**config.mk**
```make
export PLATFORM = sky130hd
export DESIGN_NAME = e203_subsys_pllctrl_flat
export DESIGN_NICKNAME = d
export VERILOG_FILES = /design/src/rtl/e203_subsys_pllctrl_if.sv /design/src/rtl/e203_subsys_pllctrl.sv /design/src/flat_wrapper.sv
export SDC_FILE = /design/constraint.sdc
export NUM_CORES = 1
export LEC_CHECK = 0
export CAP_MARGIN = 20
export CORE_MARGIN = 8
export CORE_UTILIZATION = 46
export DETAILED_ROUTE_END_ITERATION = 10
export MAX_ROUTING_LAYER = met4
export PLACE_DENSITY = 0.75
export SLEW_MARGIN = 20
export SYNTH_ARGS = -nofsm -noshare
export SYNTH_HDL_FRONTEND = slang
export SYNTH_SLANG_ARGS = --single-unit
```
**constraint.sdc**
```tcl
create_clock -name clk -period 2.15 [get_ports clk]
set_clock_uncertainty 0.1 [all_clocks]
set_input_delay 0.3225 -clock clk [delete_from_list [all_inputs] [get_ports clk]]
set_output_delay 0.3225 -clock clk [all_outputs]
set_load 0.005 [all_outputs]
```
**src/rtl/e203_subsys_pllctrl_if.sv**
```systemverilog
// Configuration request bus for the PLL controller: valid/ready handshake
// carrying the divider settings, plus a one-cycle reject pulse back.
interface e203_subsys_pllctrl_if;
  logic       cfg_valid;
  logic       cfg_ready;
  logic [1:0] cfg_od;
  logic [7:0] cfg_m;
  logic [4:0] cfg_n;
  logic       cfg_err;

  modport master (
    output cfg_valid, cfg_od, cfg_m, cfg_n,
    input  cfg_ready, cfg_err
  );

  modport slave (
    input  cfg_valid, cfg_od, cfg_m, cfg_n,
    output cfg_ready, cfg_err
  );
endinterface

```
**src/rtl/e203_subsys_pllctrl.sv**
```systemverilog
// PLL sequencer: holds the PLL in reset, waits for lock, then switches the
// clock mux to the PLL output; handles reconfiguration and sleep/relock.
module e203_subsys_pllctrl #(
  parameter int unsigned RST_CYC  = 4,
  parameter int unsigned LOCK_CYC = 1024,
  parameter logic [1:0]  DEF_OD   = 2'd0,
  parameter logic [7:0]  DEF_M    = 8'd1,
  parameter logic [4:0]  DEF_N    = 5'd1
) (
  input  logic                       clk,
  input  logic                       rst,
  e203_subsys_pllctrl_if.slave       cfg,
  input  logic                       sleep_req,
  output logic                       pll_RESET,
  output logic                       pll_asleep,
  output logic [1:0]                 pll_OD,
  output logic [7:0]                 pll_M,
  output logic [4:0]                 pll_N,
  output logic                       pll_sel,
  output logic                       pll_locked
);

  localparam int unsigned CNT_W = 16;

  typedef enum logic [2:0] {
    BYPASS = 3'd0,
    PRST   = 3'd1,
    LOCK   = 3'd2,
    RUN    = 3'd3,
    SLEEP  = 3'd4
  } state_t;

  state_t             state;
  logic [CNT_W-1:0]   cnt;

  // Per-state output word: {pll_RESET, pll_asleep, pll_sel, pll_locked, cfg_ready}
  function automatic logic [4:0] st_out(input state_t s);
    case (s)
      BYPASS:  st_out = 5'b10001;
      PRST:    st_out = 5'b10000;
      LOCK:    st_out = 5'b00000;
      RUN:     st_out = 5'b00111;
      SLEEP:   st_out = 5'b11000;
      default: st_out = 5'b10001;
    endcase
  endfunction

  // Outputs are loaded together with the state they belong to, so they are
  // registered and change on the same edge as the state.
  always_ff @(posedge clk) begin
    if (rst) begin
      state  <= BYPASS;
      cnt    <= '0;
      pll_OD <= DEF_OD;
      pll_M  <= DEF_M;
      pll_N  <= DEF_N;
      cfg.cfg_err <= 1'b0;
      {pll_RESET, pll_asleep, pll_sel, pll_locked, cfg.cfg_ready} <= st_out(BYPASS);
    end else begin
      cfg.cfg_err <= 1'b0;
      case (state)
        BYPASS, RUN: begin
          // cfg_ready is high here, so cfg_valid alone completes a handshake;
          // a pending config takes priority over sleep.
          if (cfg.cfg_valid) begin
            if ((cfg.cfg_m != 8'd0) && (cfg.cfg_n != 5'd0)) begin
              pll_OD <= cfg.cfg_od;
              pll_M  <= cfg.cfg_m;
              pll_N  <= cfg.cfg_n;
              cnt    <= CNT_W'(RST_CYC - 1);
              state  <= PRST;
              {pll_RESET, pll_asleep, pll_sel, pll_locked, cfg.cfg_ready} <= st_out(PRST);
            end else begin
              cfg.cfg_err <= 1'b1;
            end
          end else if ((state == RUN) && sleep_req) begin
            state <= SLEEP;
            {pll_RESET, pll_asleep, pll_sel, pll_locked, cfg.cfg_ready} <= st_out(SLEEP);
          end
        end
        PRST: begin
          if (cnt == '0) begin
            cnt   <= CNT_W'(LOCK_CYC - 1);
            state <= LOCK;
            {pll_RESET, pll_asleep, pll_sel, pll_locked, cfg.cfg_ready} <= st_out(LOCK);
          end else begin
            cnt <= cnt - CNT_W'(1);
          end
        end
        LOCK: begin
          if (cnt == '0) begin
            state <= RUN;
            {pll_RESET, pll_asleep, pll_sel, pll_locked, cfg.cfg_ready} <= st_out(RUN);
          end else begin
            cnt <= cnt - CNT_W'(1);
          end
        end
        SLEEP: begin
          // Waking always performs a full relock with the held settings.
          if (!sleep_req) begin
            cnt   <= CNT_W'(RST_CYC - 1);
            state <= PRST;
            {pll_RESET, pll_asleep, pll_sel, pll_locked, cfg.cfg_ready} <= st_out(PRST);
          end
        end
        default: begin
          state <= BYPASS;
          cnt   <= '0;
          {pll_RESET, pll_asleep, pll_sel, pll_locked, cfg.cfg_ready} <= st_out(BYPASS);
        end
      endcase
    end
  end

endmodule

```
**src/flat_wrapper.sv**
```systemverilog
// flat-port wrapper written by rule: the top's interface ports become plain ports
module e203_subsys_pllctrl_flat 
#(
  parameter int unsigned RST_CYC  = 4,
  parameter int unsigned LOCK_CYC = 1024,
  parameter logic [1:0]  DEF_OD   = 2'd0,
  parameter logic [7:0]  DEF_M    = 8'd1,
  parameter logic [4:0]  DEF_N    = 5'd1
)
  (clk, rst, sleep_req, pll_RESET, pll_asleep, pll_OD, pll_M, pll_N, pll_sel, pll_locked, cfg_cfg_valid, cfg_cfg_od, cfg_cfg_m, cfg_cfg_n, cfg_cfg_ready, cfg_cfg_err);
  e203_subsys_pllctrl_if cfg_i ();
  input  logic clk;
  input  logic rst;
  input  logic sleep_req;
  output logic pll_RESET;
  output logic pll_asleep;
  output logic [1:0] pll_OD;
  output logic [7:0] pll_M;
  output logic [4:0] pll_N;
  output logic pll_sel;
  output logic pll_locked;
  input wire logic [$bits(cfg_i.cfg_valid)-1:0] cfg_cfg_valid;
  input wire logic [$bits(cfg_i.cfg_od)-1:0] cfg_cfg_od;
  input wire logic [$bits(cfg_i.cfg_m)-1:0] cfg_cfg_m;
  input wire logic [$bits(cfg_i.cfg_n)-1:0] cfg_cfg_n;
  output wire logic [$bits(cfg_i.cfg_ready)-1:0] cfg_cfg_ready;
  output wire logic [$bits(cfg_i.cfg_err)-1:0] cfg_cfg_err;
  assign cfg_i.cfg_valid = cfg_cfg_valid;
  assign cfg_i.cfg_od = cfg_cfg_od;
  assign cfg_i.cfg_m = cfg_cfg_m;
  assign cfg_i.cfg_n = cfg_cfg_n;
  assign cfg_cfg_ready = cfg_i.cfg_ready;
  assign cfg_cfg_err = cfg_i.cfg_err;
  e203_subsys_pllctrl #(.RST_CYC(RST_CYC), .LOCK_CYC(LOCK_CYC), .DEF_OD(DEF_OD), .DEF_M(DEF_M), .DEF_N(DEF_N)) u_core (.clk(clk), .rst(rst), .cfg(cfg_i), .sleep_req(sleep_req), .pll_RESET(pll_RESET), .pll_asleep(pll_asleep), .pll_OD(pll_OD), .pll_M(pll_M), .pll_N(pll_N), .pll_sel(pll_sel), .pll_locked(pll_locked));
endmodule
```
==> reports/metrics.cfg, run 1 <==
[logic_synthesis]
syn_area_um2=2020
ys.flop_type=dfxtp_1
synth_most_common_cell=dfxtp_1
yosysTopAreaCell=dfxtp_1
seq_area_frac_synth=0.386
synth_seq_cells=39
netlist-cell-type-count=47
synthArstFlopShare=0
synthesis.nets=262
synthTopCellsByCount=dfxtp_1 (39), nor2_1 (29), a21oi_1 (22)
syn_area_per_cell_um2=8.37
syn_inst=242
ys.warnings.count=0
synth_edf_count=0
synth_top_cell_area_share=0.386
synthTopCellsByArea=dfxtp_1 (39%), mux2i_1 (7.4%), a21oi_1 (5.4%)

[power_and_ir_drop]
pwr_density_cell_nw_per_um2=1660
ir_worst_vdd_mv=0.694
power.leakage_nw=1.26

[timing]
whs_ps=373
worst_pin_slew_ps=609
finalHoldViolCount=0
rsz0062_at_grt=yes
setup_viol=3
fmax_ghz=0.435
final_max_slew_viol_count=0
post-route-min-period_ps=2300
finalCritPeriodShare=1.07
maxSlewHeadroom=0.594
setup_ws_ps=-150

[die]
rows=24
initial_utilization=0.471
die_y_um=82.3
dieArea_um2=6780
coreArea_um2=4290
die_w_um=82.3
io-pin-count=40

[routing]
m1WireLength_um=2740
dr_total_vias=2182
drc_errors=0
postRouteAntennaNets=0
wl_per_cell_um=16.1
dr.pass1.iters=4
viasPerCell=5.70
routed-wl-met2_um=3070
initialDrtViolationCount=176
routed.top_layer=met4
wl_met3_um=262
wl_um=6160

[worst_setup_path]
cp-start-kind=register
arrival_ps=2430
rr_worst_depth=7
critPathKind=register to register
crit_path_max_fanout=4
endpoint_kind=register
cp.required_ps=2280

[clock_tree]
htree_num_levels=2
cts_tree=done
clock-root-buffer=clkbuf_8
clkTransAtPathRegs_ps=80
cts_inserted_buffers=5
clock_insertion_delay_worst_skew_ps=290
max-clock-path-buffers=2
clock_sinks=39
cts-hold-fix-buffers=0

[run_status]
status=finished with violations
failed_checks=negative setup slack

[layout]
nets=350
antennaDiodeCount=0
final_util=0.714
area_delta_synth_final_pct=51.5
layout-drive-gt1-share=0.278
fill_cells=312

[place]
dp_hpwl_um=4300
gp_congestion=0.855
dp_slack_ps=-456
io_buffers=39

[global_routing]
grt_usage=0.173
grt_max_degree=19
grt_pass1_wl_um=8970
overflow=0
grt_pass1_vias=1987
antenna_found_initial=0

[flow_run]
maxCapViolCount=0

[worst_hold_path]
holdCritPathClass=register to register
min_path_cells=2

-- per-stage QoR --
step	power, mW	instances	setup TNS [ps]	instance area (um^2)
finish	5.09	383	-201	3070
global route	5.44	383	-642	3070
CTS	4.69	373	-245	2900
detailed placement	4.14	365	-12570	2780
global placement	4.09	365	-11330	2780
floorplan	2.86	242	-112	2030
-- timing repair --
item | 4_1_cts | 5_1_grt
setup buffers | 0 | 9
cloned | 0 | 1
endpoints found under the hold margin | 0 | 0
pin swaps | 1 | 7
endpoints found under the setup margin | 33 | 18
gates resized for setup | 9 | 21
-- layer usage --
metal / global-route usage / up-vias
met5: - / -
met4: 0.0632 / 0
met3: 0.0379 / 8
met2: 0.276 / 58
met1: 0.208 / 1041
li1: - / 1075
-- registers in the layout (all words and copies together), names as in the netlist --
signal                flops
u_core.cfg.cfg_err        1
u_core.cfg.cfg_ready      1
u_core.cnt               16
u_core.pll_M              8
u_core.pll_N              5
u_core.pll_OD             2
u_core.pll_RESET          1
u_core.pll_asleep         1
u_core.pll_locked         1
u_core.state              3
-- layout make-up --
cell class              instances  area, um^2  share of cell area
clock buffers                   7        76.3              0.0249
clock inverters                 1        5.00             0.00163
inverters                       7        26.3             0.00856
multi-input cells             181        1280               0.418
flip-flops and latches         39         783               0.255
well taps                      52        65.1              0.0212
repair buffers                 96         831               0.271
-- placed cells by master (no fill, tap or decap), types with 2 or more instances in the layout --
cell             synthesis  layout
a21oi_1                 22      21
nor4_1                   5       4
nor2_1                  29      28
nor2b_1                  4       3
a211oi_1                 3       3
nand2b_1                 4       3
a21o_1                   3       3
dfxtp_2                  0       2
a31oi_1                  2       2
nand4_1                  2       2
nor3b_1                  2       2
nor3_4                   0       2
clkbuf_8                 0       5
or4_4                    0       6
clkdlybuf4s50_1          0      39
and3_1                   2       2
a221oi_1                 4       4
nor3_1                   6       5
o21ai_0                  5       5
or3_1                    4       4
nand2_1                 15      15
nand3_1                  6       6
o211ai_1                 5       5
inv_2                    0       2
or4_1                   12       6
inv_1                    7       5
o31ai_1                  9       9
buf_4                    1      56
mux2i_1                 15      15
clkbuf_1                 8       2
dfxtp_1                 39      37
-- worst paths after layout --
path	start	to	slack (ps)
setup / recovery	u_core.cnt[1]$_SDFFE_PP0P_	u_core.cnt[10]$_SDFFE_PP0P_	-150
setup reg to reg	u_core.cnt[1]$_SDFFE_PP0P_	u_core.cnt[10]$_SDFFE_PP0P_	-150
hold reg to reg	u_core.pll_M[0]$_SDFFE_PP1P_	u_core.pll_M[0]$_SDFFE_PP1P_	370
hold / removal	u_core.pll_M[0]$_SDFFE_PP1P_	u_core.pll_M[0]$_SDFFE_PP1P_	370
-- power by group --
group	switching, mW	internal, mW
sequential	0.205	0.957
combinational	1.65	1.80
clock	0.245	0.228
total	2.10	2.99
-- kinds of logic after synthesis --
family | share of synthesized area
buf+inv | 0.0464
mux | 0.0742
flops | 0.386
xor+xnor | 0.00865
compound gates | 0.199
fa+ha+maj | 0.00618
simple gates | 0.280
-- critical path, cell delays in order (launching register included) --
cell,delay (ps)
dfxtp_2,330
inv_2,60
ha_4,120
or3b_4,370
or2_4,260
or4_4,420
or4_4,440
a21oi_2,140
No activity file was read; power rests on OpenSTA's default activity.
==> inputs of run 2 (changes only) <==
- CORE_UTILIZATION: 46 -> 51
- PLACE_DENSITY: 0.75 -> 0.79
- clock period: 2.15 -> 2.2 ns (I/O delays scaled with it)
==> run 2 against run 1 <==
  * The run still ends with negative setup slack left
  * Total power is 5.0% lower
  * Via count down 0.50%
  * Flip-flop and latch count is the same
  * Largest cell class unchanged
  * Highest routed layer unchanged
==> reports/metrics.cfg, run 2 (same netlist as run 1, synthesis figures left out) <==
[run_status]
status=finished with violations
failed_checks=negative setup slack

[worst_setup_path]
arrival_ps=2390  ; -40 ps
critPathKind=register to register
rr_worst_depth=7  ; unchanged
reg2reg_to=u_core.cnt[10]$_SDFFE_PP0P_
startpoint=u_core.cnt[1]$_SDFFE_PP0P_
r2r-start=u_core.cnt[1]$_SDFFE_PP0P_
crit_path_max_fanout=3  ; -1
endpoint_kind=register
cp-start-kind=register
crit_end=u_core.cnt[10]$_SDFFE_PP0P_
cp.required_ps=2330  ; +50 ps
r2r_slack_ps=-60  ; +90 ps

[routing]
dr.pass1.iters=4  ; unchanged
dr_total_vias=2171  ; -0.50%
postRouteAntennaNets=0  ; unchanged
wl_um=6080  ; -1.2%
initialDrtViolationCount=146  ; -17%
drc_errors=0  ; unchanged
viasPerCell=5.90  ; +3.6%
wl_per_cell_um=16.5  ; +2.8%

[die]
die_w_um=79.0  ; -4.1%
die_y_um=79.0  ; -4.1%
dieArea_um2=6240  ; -7.9%
rows=23  ; -4.2%
io-pin-count=40  ; unchanged
coreArea_um2=3910  ; -8.9%
initial_utilization=0.517  ; +0.0458

[timing]
setup_viol=4  ; +1
maxSlewHeadroom=0.612  ; +0.0180
finalHoldViolCount=0  ; unchanged
tns_ps=-149  ; +52.6 ps
setup_ws_ps=-61.1  ; +88.9 ps
worst_pin_slew_ps=580  ; -29.1 ps
fmax_ghz=0.442  ; +1.7%
rsz0062_at_grt=yes
final_max_slew_viol_count=0  ; unchanged
post-route-min-period_ps=2260  ; -38.9 ps
finalCritPeriodShare=1.03  ; -0.0420

[layout]
largest_register=u_core.cnt
largest_reg_flops=16  ; unchanged
fill_cells=293  ; -6.1%
final_util=0.757  ; +0.0429
largestRegisters=u_core.cnt: 16 flops, u_core.pll_M: 8 flops, u_core.pll_N: 5 flops
mostFrequentLayoutCell=buf_4
layout-drive-gt1-share=0.255  ; -0.0232
antennaDiodeCount=0  ; unchanged
area_delta_synth_final_pct=46.4
nets=337  ; -3.7%
layout_common_cells=buf_4 (43), clkdlybuf4s50_1 (39), dfxtp_1 (37)

[clock_tree]
clock_insertion_delay_worst_skew_ps=290  ; about the same
cts_tree=done
cts_inserted_buffers=5  ; unchanged
clock-root-buffer=clkbuf_8
clkTransAtPathRegs_ps=70  ; about the same
clock_sinks=39  ; unchanged
max-clock-path-buffers=2  ; unchanged
htree_num_levels=2  ; unchanged

[global_routing]
overflow=0  ; unchanged
grt_pass1_wl_um=10000  ; +12%
grt_usage=0.202  ; +0.0293
grt_pass1_vias=2197  ; +11%
antenna_found_initial=0  ; unchanged
grt_max_degree=17  ; -2

[flow_run]
maxCapViolCount=0  ; unchanged

[place]
dp_hpwl_um=4290  ; -0.22%
gp_congestion=0.876  ; +2.4%
io_buffers=39  ; unchanged

[power_and_ir_drop]
power.leakage_nw=1.18  ; -6.0%
pwr_density_cell_nw_per_um2=1630  ; -1.7%
total_power_mw=4.83  ; -5.0%
ir_worst_vdd_mv=0.713  ; +2.9%

[worst_hold_path]
holdCritPathClass=register to register

-- run 2: cell count changes in the layout (fill, tap and decap cells not counted), moves of 2 or more --
cell,delta
a221oi_1,-2
buf_4,-13
nor4_1,-2
nor4_2,+2
a221oi_2,+2
-- run 2: how the worst min path moves through the flow --
| stage | from | endpoint | slack (ps) | cells past startpoint |
|---|---|---|---|---|
| 3_3_place_gp | u_core.pll_N[0]$_SDFFE_PP1P_ | u_core.pll_N[0]$_SDFFE_PP1P_ | 360 | 2 |
| 6_report | u_core.cfg.cfg_ready$_SDFFE_PP1P_ | u_core.cfg.cfg_ready$_SDFFE_PP1P_ | 400 | 2 |
| 2_1_floorplan | u_core.cnt[6]$_SDFFE_PP0P_ | u_core.cnt[6]$_SDFFE_PP0P_ | 360 | 2 |
| 4_1_cts | u_core.pll_asleep$_SDFFE_PP0P_ | u_core.pll_asleep$_SDFFE_PP0P_ | 400 | 2 |
| 5_1_grt | u_core.cfg.cfg_ready$_SDFFE_PP1P_ | u_core.cfg.cfg_ready$_SDFFE_PP1P_ | 420 | 2 |
| 3_5_place_dp | u_core.pll_N[0]$_SDFFE_PP1P_ | u_core.pll_N[0]$_SDFFE_PP1P_ | 380 | 2 |
-- run 2: repair_timing --
item	4_1_cts	5_1_grt
buffers inserted	2	0
endpoints found under the setup margin	10	21
pin swaps	5	3
hold buffers	0	0
gates resized for setup	11	19
-- run 2: through the flow --
stage               instance area, um^2  setup slack (ps)  hold slack (ps)  instances
global placement                   2730              -317              356        358
finish                             2960             -61.1              399        368
CTS                                2860             -60.4              397        368
detailed placement                 2730              -371              376        358
global route                       2960              -119              417        368
floorplan                          2030             -68.9              356        242
-- run 2: critical path: stages (launching register included) --
cell,delay (ps)
dfxtp_2,320
inv_2,60
ha_4,120
or3b_4,370
or2_4,250
or4_4,420
or4_4,430
a21oi_2,120
-- run 2: report_power, final --
group	leakage (nW)	internal, mW	switching, mW
registers	0.320	0.936	0.215
clock network	0.0422	0.223	0.246
logic	0.818	1.64	1.58
-- run 2: routing by layer --
layer	global-route usage	vias up	wire length (um)	part of all wire
met5	-	-	0	0
met4	0.0944	0	216	0.036
met3	0.0609	23	344	0.057
met2	0.333	73	3030	0.50
met1	0.219	1028	2490	0.41
li1	-	1047	-	-
-- run 2: final cells by class --
type	count	area, um^2	area share
timing repair buffer	83	724	0.244
multi-input combinational	181	1290	0.434
inverter	7	26.3	0.00886
tap	50	62.6	0.0211
clock buffer	7	76.3	0.0257
clock inverter	1	5.00	0.00169
sequential	39	783	0.264
==> inputs of run 3 (changes only) <==
- GPL_TIMING_DRIVEN: unset -> 0
- REMOVE_ABC_BUFFERS: unset -> 1
==> run 3 against run 2 <==
  * The flow still finishes with violations (negative setup slack)
  * Routed wire length shrank 11%
  * Critical path depth unchanged
  * Core utilization decreased by 3.5 points
  * Non-clock buffer count decreased by 28
  * Register-to-register slack is essentially flat
  * Global-route usage is 2.6 points lower
  * Flip-flop and latch count is the same
  * Hold slack lost 11 ps
  * Final area fell by 4.6%
  * Via count shrank 6.6%
  * Critical path type unchanged
  * Largest cell class unchanged
==> reports/metrics.cfg, run 3 (same netlist as run 1, synthesis figures left out) <==
[global_routing]
grt_usage=0.176  ; -0.0265
antenna_found_initial=0  ; unchanged
grt_pass1_vias=1959  ; -11%
grt_pass1_wl_um=8790  ; -12%
overflow=0  ; unchanged
grt_max_degree=32  ; +15

[worst_hold_path]
min_to=u_core.pll_M[0]$_SDFFE_PP1P_
holdCritPathClass=register to register
min_path_cells=2  ; unchanged
worstHoldStart=u_core.pll_M[0]$_SDFFE_PP1P_

[worst_setup_path]
endpoint_kind=register
r2r_slack_ps=-70  ; about the same
cp_num_buf_inv=1  ; unchanged
startpoint=u_core.cnt[1]$_SDFFE_PP0P_
critPathKind=register to register
crit_path_max_fanout=3  ; unchanged
cp_common_cell=or4_4
reg2reg_to=u_core.cnt[10]$_SDFFE_PP0P_
cp_slowest_cell=or4_4
cp-start-kind=register
arrival_ps=2400  ; about the same
cp_slowest_stage_delay_ps=430  ; about the same
crit_chain=inv_2, ha_4, or3b_4, or2_4, or4_4, or4_4, a21oi_2
rr_worst_depth=7  ; unchanged
r2r-start=u_core.cnt[1]$_SDFFE_PP0P_
cp_top_family=simple AND/OR/NAND/NOR gates
cp.required_ps=2330  ; about the same

[timing]
maxSlewHeadroom=0.621  ; +0.00939
tns_ps=-108  ; +40.4 ps
setup_viol=2  ; -2
post-route-min-period_ps=2270  ; +11.6 ps
setup_ws_ps=-72.7  ; -11.6 ps
finalHoldViolCount=0  ; unchanged
finalCritPeriodShare=1.03  ; +0.00529
rsz0062_at_grt=yes
final_max_slew_viol_count=0  ; unchanged
worst_pin_slew_ps=568  ; -11.9 ps
fmax_ghz=0.440  ; -0.51%

[die]
die_y_um=79.0  ; unchanged
rows=23  ; unchanged
dieArea_um2=6240  ; unchanged
coreArea_um2=3910  ; unchanged
initial_utilization=0.517  ; unchanged
io-pin-count=40  ; unchanged
die_w_um=79.0  ; unchanged

[run_status]
status=finished with violations
failed_checks=negative setup slack

[place]
placed_cells=317  ; -11%
dpl_cell_area_um2=2430  ; -11%
dp_hpwl_um=3580  ; -17%
gp_congestion=0.863  ; -1.4%
io_buffers=39  ; unchanged

[routing]
wl_um=5410  ; -11%
drc_errors=0  ; unchanged
initialDrtViolationCount=114  ; -22%
viasPerCell=5.96  ; +1.1%
wl_per_cell_um=15.9  ; -3.8%
postRouteAntennaNets=0  ; unchanged
dr.pass1.iters=4  ; unchanged
dr_total_vias=2027  ; -6.6%

[clock_tree]
clkTransAtPathRegs_ps=80  ; about the same
cts_tree=done
htree_num_levels=2  ; unchanged
clock-root-buffer=clkbuf_8
max-clock-path-buffers=2  ; unchanged
cts-hold-fix-buffers=0  ; unchanged
clock_insertion_delay_worst_skew_ps=290  ; about the same
clock_sinks=39  ; unchanged
cts_inserted_buffers=5  ; unchanged

[layout]
final_cells=340  ; -7.6%
antennaDiodeCount=0  ; unchanged
largest_reg_flops=16  ; unchanged
mostFrequentLayoutCell=clkdlybuf4s50_1
largest_register=u_core.cnt
largestRegisters=u_core.cnt: 16 flops, u_core.pll_M: 8 flops, u_core.pll_N: 5 flops
fin_area_um2=2830  ; -4.6%
fill_cells=293  ; unchanged
layout_common_cells=clkdlybuf4s50_1 (38), dfxtp_1 (32), nor2_1 (26)
layout-drive-gt1-share=0.224  ; -0.0306
area_delta_synth_final_pct=39.6
nets=309  ; -8.3%

[power_and_ir_drop]
power.leakage_nw=1.06  ; -10%
pwr_density_cell_nw_per_um2=1660  ; +1.6%
ir_worst_vdd_mv=0.673  ; -5.6%

[flow_run]
maxCapViolCount=0  ; unchanged

-- run 3: changes by cell type in the layout (fill, tap and decap cells not counted), sizes merged --
cell / previous run / this run
buf: 44 / 17
bufinv: 0 / 1
clkbuf: 7 / 6
clkdlybuf4s50: 39 / 38
-- run 3: where the power goes --
part | switching (mW) | internal [mW]
Clock | 0.259 | 0.367
Combinational | 1.45 | 1.39
Sequential | 0.275 | 0.943
-- run 3: timing repair --
action                     4_1_cts  5_1_grt
buffers inserted                12        3
gates cloned                     0        0
pin swaps                        9        2
setup endpoints to repair       33       21
gates resized for setup         25       18
-- run 3: final cells by class --
cell class | count | area [um^2] | area share
multi-input combinational | 181 | 1320 | 0.466
clock buffer | 6 | 82.6 | 0.0292
clock inverter | 2 | 35.0 | 0.0124
inverter | 7 | 26.3 | 0.00930
sequential | 39 | 790 | 0.279
timing repair buffer | 55 | 513 | 0.181
tap | 50 | 62.6 | 0.0221
-- run 3: worst max path at each step --
stage,to,slack (ps),cells after the start
floorplan,u_core.pll_M[0]$_SDFFE_PP1P_,-190,5
CTS,u_core.cnt[10]$_SDFFE_PP0P_,-50,7
global route,u_core.cnt[10]$_SDFFE_PP0P_,-130,7
detailed placement,u_core.cnt[9]$_SDFFE_PP0P_,-890,6
global placement,u_core.pll_M[7]$_SDFFE_PP0P_,-960,6
finish,u_core.cnt[10]$_SDFFE_PP0P_,-70,7
-- run 3: worst min-delay path, delay by kind of cell (launching register included) --
kind,cells,cell delay (ps)
AND/OR/NAND/NOR,1,60
multiplexers,1,70
flip-flops,1,340
-- run 3: through the flow --
| step | total power [mW] | setup slack [ps] | hold slack (ps) | utilization |
|---|---|---|---|---|
| final | 4.68 | -72.7 | 388 | 0.722 |
| after global routing | 5.01 | -127 | 418 | 0.722 |
| after CTS | 4.45 | -47.0 | 389 | 0.701 |
| after detailed placement | 3.36 | -893 | 368 | 0.621 |
| after global placement | 3.29 | -959 | 357 | 0.616 |
| after floorplan | 2.74 | -190 | 299 | - |
-- run 3: routing by layer --
metal / up-vias / wire (um) / global-route usage
li1: 991 / - / -
met1: 951 / 2400 / 0.207
met2: 76 / 2540 / 0.278
met3: 9 / 389 / 0.0598
met4: 0 / 69 / 0.0500
met5: - / 0 / -
